File: config.mk
export PLATFORM = sky130hd
export DESIGN_NAME = usb_bus_state_ctrl
export DESIGN_NICKNAME = d
export VERILOG_FILES = /design/src/rtl/usb_bus_state_ctrl.sv
export SDC_FILE = /design/constraint.sdc
export NUM_CORES = 1
export LEC_CHECK = 0
export CAP_MARGIN = 5
export CORE_MARGIN = 1.5
export CORE_UTILIZATION = 31
export DETAILED_ROUTE_END_ITERATION = 12
export PLACE_DENSITY_LB_ADDON = 0.08
export SYNTH_ARGS = -nofsm -noshare
export SYNTH_HDL_FRONTEND = slang
export SYNTH_SLANG_ARGS = --single-unit
File: constraint.sdc
create_clock -name clk -period 3.15 [get_ports clk]
set_clock_uncertainty 0.05 [all_clocks]
set_input_delay 0.4725 -clock clk [delete_from_list [all_inputs] [get_ports clk]]
set_output_delay 0.4725 -clock clk [all_outputs]
set_load 0.03 [all_outputs]
File: src/rtl/usb_bus_state_ctrl.sv
// Device-side USB full-speed bus event controller.
// Synchronizes and debounces the decoded line state, times SE0 and J runs,
// and sequences ACTIVE / BUS_RESET / SUSPEND / RESUME for the receiver.
module usb_bus_state_ctrl #(
  parameter int unsigned FILT_CYCLES    = 2,
  parameter int unsigned RESET_CYCLES   = 120,
  parameter int unsigned SUSPEND_CYCLES = 144000,
  parameter int unsigned CNT_W          = 18
) (
  input  logic       clk,
  input  logic       rst,
  input  logic [1:0] usb_line_state,
  output logic [1:0] line_filt_o,
  output logic [1:0] bus_state_o,
  output logic       rx_en_o,
  output logic       bus_reset_o,
  output logic       suspend_o,
  output logic       resume_o,
  output logic       se1_err_o
);

  localparam int unsigned FCW = $clog2(FILT_CYCLES + 1);

  localparam logic [1:0] LineSe0 = 2'b00;
  localparam logic [1:0] LineJ   = 2'b01;
  localparam logic [1:0] LineK   = 2'b10;
  localparam logic [1:0] LineSe1 = 2'b11;

  // "Held N" is detected as the run counter sitting at N-1.
  localparam logic [CNT_W-1:0] ResetHeld   = CNT_W'(RESET_CYCLES - 1);
  localparam logic [CNT_W-1:0] SuspendHeld = CNT_W'(SUSPEND_CYCLES - 1);
  localparam logic [FCW-1:0]   FiltDone    = FCW'(FILT_CYCLES);

  typedef enum logic [1:0] {
    StActive   = 2'd0,
    StBusReset = 2'd1,
    StSuspend  = 2'd2,
    StResume   = 2'd3
  } bus_state_e;

  logic [1:0]       sync1_q, sync2_q;
  logic [1:0]       line_filt_q, line_filt_d;
  logic [1:0]       cand_q, cand_d;
  logic [FCW-1:0]   filt_cnt_q, filt_cnt_d;
  logic [CNT_W-1:0] cnt_q, cnt_d;
  bus_state_e       state_q, state_d;
  logic             rx_en_q, rx_en_d;
  logic             bus_reset_q, bus_reset_d;
  logic             suspend_q, suspend_d;
  logic             resume_q, resume_d;
  logic             se1_err_q, se1_err_d;

  // Debounce: count consecutive cycles of one value that differs from the filtered state.
  always_comb begin
    line_filt_d = line_filt_q;
    cand_d      = cand_q;
    filt_cnt_d  = filt_cnt_q;
    if (sync2_q == line_filt_q) begin
      filt_cnt_d = '0;
    end else if (filt_cnt_q != '0 && sync2_q != cand_q) begin
      // A different new value restarts the count; this cycle already counts once.
      filt_cnt_d = FCW'(1);
      cand_d     = sync2_q;
    end else if (filt_cnt_q + FCW'(1) == FiltDone) begin
      line_filt_d = sync2_q;
      filt_cnt_d  = '0;
    end else begin
      filt_cnt_d = filt_cnt_q + FCW'(1);
      cand_d     = sync2_q;
    end
  end

  // Run counter: restarts on every filtered change, saturates instead of wrapping.
  always_comb begin
    cnt_d = cnt_q;
    if (line_filt_d != line_filt_q) begin
      cnt_d = '0;
    end else if (cnt_q != '1) begin
      cnt_d = cnt_q + CNT_W'(1);
    end
  end

  // Synchronizer, filter and run counter registers.
  always_ff @(posedge clk) begin
    if (rst) begin
      sync1_q     <= LineJ;
      sync2_q     <= LineJ;
      line_filt_q <= LineJ;
      cand_q      <= LineJ;
      filt_cnt_q  <= '0;
      cnt_q       <= '0;
    end else begin
      sync1_q     <= usb_line_state;
      sync2_q     <= sync1_q;
      line_filt_q <= line_filt_d;
      cand_q      <= cand_d;
      filt_cnt_q  <= filt_cnt_d;
      cnt_q       <= cnt_d;
    end
  end

  // Link-state transitions, judged on the current filtered line and run count.
  always_comb begin
    state_d = state_q;
    unique case (state_q)
      StActive: begin
        if (line_filt_q == LineSe0 && cnt_q == ResetHeld) begin
          state_d = StBusReset;
        end else if (line_filt_q == LineJ && cnt_q == SuspendHeld) begin
          state_d = StSuspend;
        end
      end
      StBusReset: begin
        if (line_filt_q != LineSe0) state_d = StActive;
      end
      StSuspend: begin
        if (line_filt_q == LineK) begin
          state_d = StResume;
        end else if (line_filt_q == LineSe0 && cnt_q == ResetHeld) begin
          state_d = StBusReset;
        end
      end
      StResume: begin
        if (line_filt_q != LineK) state_d = StActive;
      end
    endcase
  end

  // Output next-values derived from the next state so they register alongside it.
  always_comb begin
    rx_en_d     = (state_d == StActive);
    bus_reset_d = (state_d == StBusReset) && (state_q != StBusReset);
    suspend_d   = (state_d == StSuspend);
    resume_d    = (state_d == StResume) && (state_q == StSuspend);
    se1_err_d   = (line_filt_d == LineSe1) && (line_filt_q != LineSe1);
  end

  // State and output registers.
  always_ff @(posedge clk) begin
    if (rst) begin
      state_q     <= StActive;
      rx_en_q     <= 1'b1;
      bus_reset_q <= 1'b0;
      suspend_q   <= 1'b0;
      resume_q    <= 1'b0;
      se1_err_q   <= 1'b0;
    end else begin
      state_q     <= state_d;
      rx_en_q     <= rx_en_d;
      bus_reset_q <= bus_reset_d;
      suspend_q   <= suspend_d;
      resume_q    <= resume_d;
      se1_err_q   <= se1_err_d;
    end
  end

  assign line_filt_o = line_filt_q;
  assign bus_state_o = state_q;
  assign rx_en_o     = rx_en_q;
  assign bus_reset_o = bus_reset_q;
  assign suspend_o   = suspend_q;
  assign resume_o    = resume_q;
  assign se1_err_o   = se1_err_q;

endmodule

==> qor.txt, run 1 <==
area share of the largest cell type after synthesis - 0.3873
clk slew on worst S/H paths - 0.08 ns
Yosys warnings - 0
crit path kind - reg -> out
largest vdd supply drop - 0.0002114 V
vias in the first global route - 1643
Die H - 79.40 um
Inst Count DP - 288
port bufs - 12
synthesis-to-layout area growth - 17.98%
Iter 0 DRT Violations - 128
Crit path largest cell delay - 0.74 ns
Worst Max-Slew Pin Slew - 0.7556 ns
number of synthesized flops with an enable pin - 0
Post-Place Worst Slack - 1.029 ns
Total Die Area - 0.006304 sq mm
worst min path class - reg -> reg
sequential area share after synthesis - 0.3873
setup_tns - 0 ns
CTS root buf - clkbuf_8
final setup vio count - 0
Pre-Repair DR Iteration Count - 7
Max transition margin - 0.4916
remaining antenna violation count - 0
CP cell instances - clkdlybuf4s50_1
WL per Instance - 15.34 um
FFs w/ async S/R, synth - 0
Final Hold Viols - 0
Initial Util - 0.3246
CTS sink cnt - 35
outcome - finished, final reports clean
R2R Setup Slk - 1.10 ns
CP max FO - 9
Post-Syn Nets - 219
family with the most delay on the worst path - buffers and inverters
Synth area leader - dfxtp_1
total wire length - 4540 um
Crit-path slowest cell - clkdlybuf4s50_1
Final Slew Violations - 0
flops & latches, synth - 35
Pleak - 0.6508 nW
WP data arrival - 1.55 ns
die width - 79.40 um
distinct cell type count after synthesis - 50
Peak Freq - 482.3 MHz
ANT cells - 0
first-pass GRT wire length - 7617 um
CTS tree - yes
Layout Nets - 230
synthesized cell area - 0.001809 sq mm
Fillers - 593
critical path buffer and inverter count - 1
deepest clock path buffer count - 2
DRC violations left - 0
utilization after layout - 0.3829
total core area - 0.005574 sq mm
Crit path required time - 2.63 ns
commonest non-fill, non-tap cell in the layout - dfxtp_1
proportion of layout cells with a drive suffix above 1 - 0.1071
RSZ-0062 raised after global routing - false
Finished Layout Cells - 296
total clock buffers created by CTS - 5
Post-CTS Repair Setup Buffers - 0
Total Power - 1.044 mW
H-tree levels - 2
drt via density - 5.527
HPWL after DPL - 3287 um
Primary FF master, synth - dfxtp_1
Resized cells post-CTS - 0
Final Cycle Share - 0.6582
GR Overflow Total - 0
largest net degree at the start of global routing - 21
Placer Congestion - 0.8026
Synth Instances - 212
gr usage total - 0.1548
Avg Inst Size Synth - 8.534 sq um
min Tclk post-route - 2.073 ns
commonest cells after routing, fill and taps aside - dfxtp_1 (35), a21oi_1 (18), nor2_1 (16)
power per cell area - 488.9 mW/mm^2
crit path capture type - primary output
io pins - 13
CP startpoint kind - flop
max-cap violations - 0
initial antenna violation count - 0
Hold Buf Count CTS - 0
synth top area cells - dfxtp_1 (39%), a21oi_1 (5.0%), mux2i_1 (4.4%)
row count - 27
via count - 1636
Final WS setup - 1.077 ns
clk_lat worst skew - 0.29 ns
-- per-stage QoR --
step | hold slack, ns | instance area (sq um)
after floorplan | 0.3395 | 1809
after global placement | 0.3499 | 1998
after detailed placement | 0.3473 | 1998
after CTS | 0.3699 | 2135
after global routing | 0.3759 | 2135
final | 0.3682 | 2135
-- sequential cells by signal, indices dropped and copies added (netlist names) --
| register | flops |
|---|---|
| se1_err_o | 1 |
| cnt_q | 18 |
| rx_en_o | 1 |
| sync2_q | 2 |
| suspend_o | 1 |
| line_filt_o | 2 |
| resume_o | 1 |
| cand_q | 2 |
| filt_cnt_q | 2 |
| sync1_q | 2 |
| bus_reset_o | 1 |
| bus_state_o | 2 |
-- routing by layer --
layer	up-vias	GRT usage	routed length [um]
li1	819	-	-
met1	798	0.1660	1955
met2	14	0.2940	2424
met3	5	0.03429	112
met4	0	0.05614	48
met5	-	0	0
-- power breakdown --
| group | internal, mW | switching [mW] | total [mW] | leakage (nW) |
|---|---|---|---|---|
| Sequential | 0.454 | 0.0148 | 0.468 | 0.284 |
| Combinational | 0.0358 | 0.0471 | 0.0829 | 0.303 |
| Clock | 0.316 | 0.176 | 0.492 | 0.0644 |
-- worst paths after layout --
kind	start	end	cells past startpoint
setup / recovery	line_filt_o[0]	line_filt_o[0]	1
hold / removal	sync1_q[0]	sync2_q[0]	1
setup reg to reg	cnt_q[0]	bus_reset_o	5
hold reg to reg	sync1_q[0]	sync2_q[0]	1
-- cell type report --
type | instances | area [sq um] | area share
Sequential cell | 35 | 700.7 | 0.3283
Tap cell | 72 | 90.09 | 0.04220
Timing Repair Buffer | 17 | 157.7 | 0.07386
Inverter | 6 | 22.52 | 0.01055
Multi-Input combinational cell | 158 | 1027 | 0.4812
Clock inverter | 3 | 67.56 | 0.03165
Clock buffer | 5 | 68.82 | 0.03224
-- Yosys cell counts, types with 3 or more instances --
library cell and count:
a21oi_1 18, a31oi_1 4, and4_1 3, buf_2 3, clkbuf_1 7, dfxtp_1 35
ha_1 3, inv_1 5, mux2i_1 8, nand2_1 10, nand3_1 10, nand4_1 5
nor2_1 16, nor2b_1 4, nor3_1 10, nor4_1 4, o211ai_1 5, o21ai_0 10
o31ai_1 5, or3_1 5
-- cell families (layout without fill, tap and decap cells) --
family	after synthesis	count (layout)	share of synthesized area
AO/OA/AOI/OAI	56	56	0.2006
AND/OR/NAND/NOR	87	87	0.2829
adder cells (fa/ha/maj)	3	3	0.02075
multiplexers	8	8	0.04426
XOR/XNOR	4	4	0.01937
buffers and inverters	19	31	0.04495
flip-flops	35	35	0.3873
Power figures use the tool's default switching activity.
==> inputs of run 2 (changes only) <==
- clock period: 3.15 -> 1.9 ns (I/O delays scaled with it)
==> run 2 against run 1 <==
Non-clock buffer count rose by 27. Combinational power up 100%. Utilization up 4.0 points. Total power increased by 41%. Routed wire length is 3.7% higher. Critical path type is now reg -> reg. Die area unchanged. Via count grew 6.2%.
==> qor.txt, run 2 (synthesis gave the netlist of run 1 again) <==
outcome - finished, final reports clean
min Tclk post-route - 1.873 ns
GR Overflow Total - 0
DP Area - 0.002198 sq mm
commonest non-fill, non-tap cell in the layout - buf_4
drt via density - 5.381
gr usage total - 0.1643
via count - 1738
total clock buffers created by CTS - 5
Iter 0 DRT Violations - 59
H-tree levels - 2
io pins - 13
Final Slew Violations - 0
largest vdd supply drop - 0.0003149 V
CP startpoint kind - flop
CTS tree - yes
Crit path required time - 2.05 ns
Pleak - 0.7760 nW
worst min path class - reg -> reg
first-pass GRT wire length - 8128 um
hold depth - 1
Total Power - 1.474 mW
total wire length - 4709 um
flip-flop and latch area - 706.9 sq um
Largest register FFs - 18
commonest cells after routing, fill and taps aside - buf_4 (32), dfxtp_1 (30), a21oi_1 (16), nor2_1 (16), clkdlybuf4s50_1 (11)
DRC violations left - 0
max-cap violations - 0
post-route design area - 0.002356 sq mm
total core area - 0.005574 sq mm
Worst Max-Slew Pin Slew - 0.5697 ns
Final Cycle Share - 0.9857
remaining antenna violation count - 0
CTS root buf - clkbuf_8
setup_tns - 0 ns
row count - 27
area of the multi-input gates - 0.001089 sq mm
Fillers - 584
crit path capture type - flop
power per cell area - 625.8 mW/mm^2
Die H - 79.40 um
CTS sink cnt - 35
synthesis-to-layout area growth - 30.22%
largest net degree at the start of global routing - 20
clk_lat worst skew - 0.29 ns
final setup vio count - 0
CP max FO - 7
WL per Instance - 14.58 um
clk slew on worst S/H paths - 0.08 ns
die width - 79.40 um
ANT cells - 0
Layout Nets - 257
deepest clock path buffer count - 2
crit path kind - reg -> reg
largest reg by FF count - cnt_q
port bufs - 12
Total Die Area - 0.006304 sq mm
Final Hold Viols - 0
Placer Congestion - 0.8551
HPWL after DPL - 3563 um
vias in the first global route - 1729
worst-case reg-to-reg path depth - 4
RSZ-0062 raised after global routing - true
Peak Freq - 533.9 MHz
WP data arrival - 2.02 ns
Min Hold Slack - 0.3733 ns
initial antenna violation count - 0
Max transition margin - 0.6167
Pre-Repair DR Iteration Count - 4
Initial Util - 0.3246
proportion of layout cells with a drive suffix above 1 - 0.2590
## run 2: what timing repair did
| action | CTS | global route |
|---|---|---|
| setup buffers | 1 | 1 |
| setup endpoints to repair | 2 | 8 |
| pin swaps | 4 | 5 |
| hold buffers | 0 | 0 |
| gates resized for setup | 6 | 9 |
## run 2: through the flow
| step | std cells | utilization | setup slack [ns] |
|---|---|---|---|
| global route | 323 | 0.4227 | -0.07512 |
| detailed placement | 314 | 0.3944 | -0.01514 |
| global placement | 314 | 0.3944 | 0.02847 |
| CTS | 323 | 0.4153 | -0.02605 |
| floorplan | 212 | - | 0.01115 |
| finish | 323 | 0.4227 | 0.02715 |
## run 2: layout make-up
type,count,area share
Multi-Input combinational cell,158,0.4620
Sequential cell,35,0.3001
Timing Repair Buffer,44,0.1524
Tap cell,72,0.03824
Clock buffer,5,0.02921
Inverter,6,0.009559
Clock inverter,3,0.008497
## run 2: path summary, 6_finish.rpt
| check | from | to | slack, ns |
|---|---|---|---|
| hold / removal | sync1_q[0] | sync2_q[0] | 0.37 |
| setup / recovery | cnt_q[14] | bus_reset_o | 0.03 |
| hold reg to reg | sync1_q[0] | sync2_q[0] | 0.37 |
| setup reg to reg | cnt_q[14] | bus_reset_o | 0.03 |
## run 2: power breakdown
group	total [mW]	leakage, nW	internal (mW)	switching (mW)
sequential	0.771	0.285	0.754	0.0173
combinational	0.166	0.451	0.0757	0.0899
clock	0.538	0.0402	0.255	0.283
total	1.47	0.776	1.08	0.390
## run 2: per-layer routing
layer	up-vias	wire, um	track usage	share of wire
li1	866	-	-	-
met1	827	2042	0.2049	0.43
met2	37	2375	0.2812	0.50
met3	8	224	0.03543	0.048
met4	0	67	0.05263	0.014
met5	-	0	0	0
## run 2: worst max-delay path: stages (launching register included)
cell and delay (ns):
dfxtp_2 0.35, or4_4 0.54, nor4_4 0.38, a2bb2oi_2 0.15
a2111oi_4 0.29
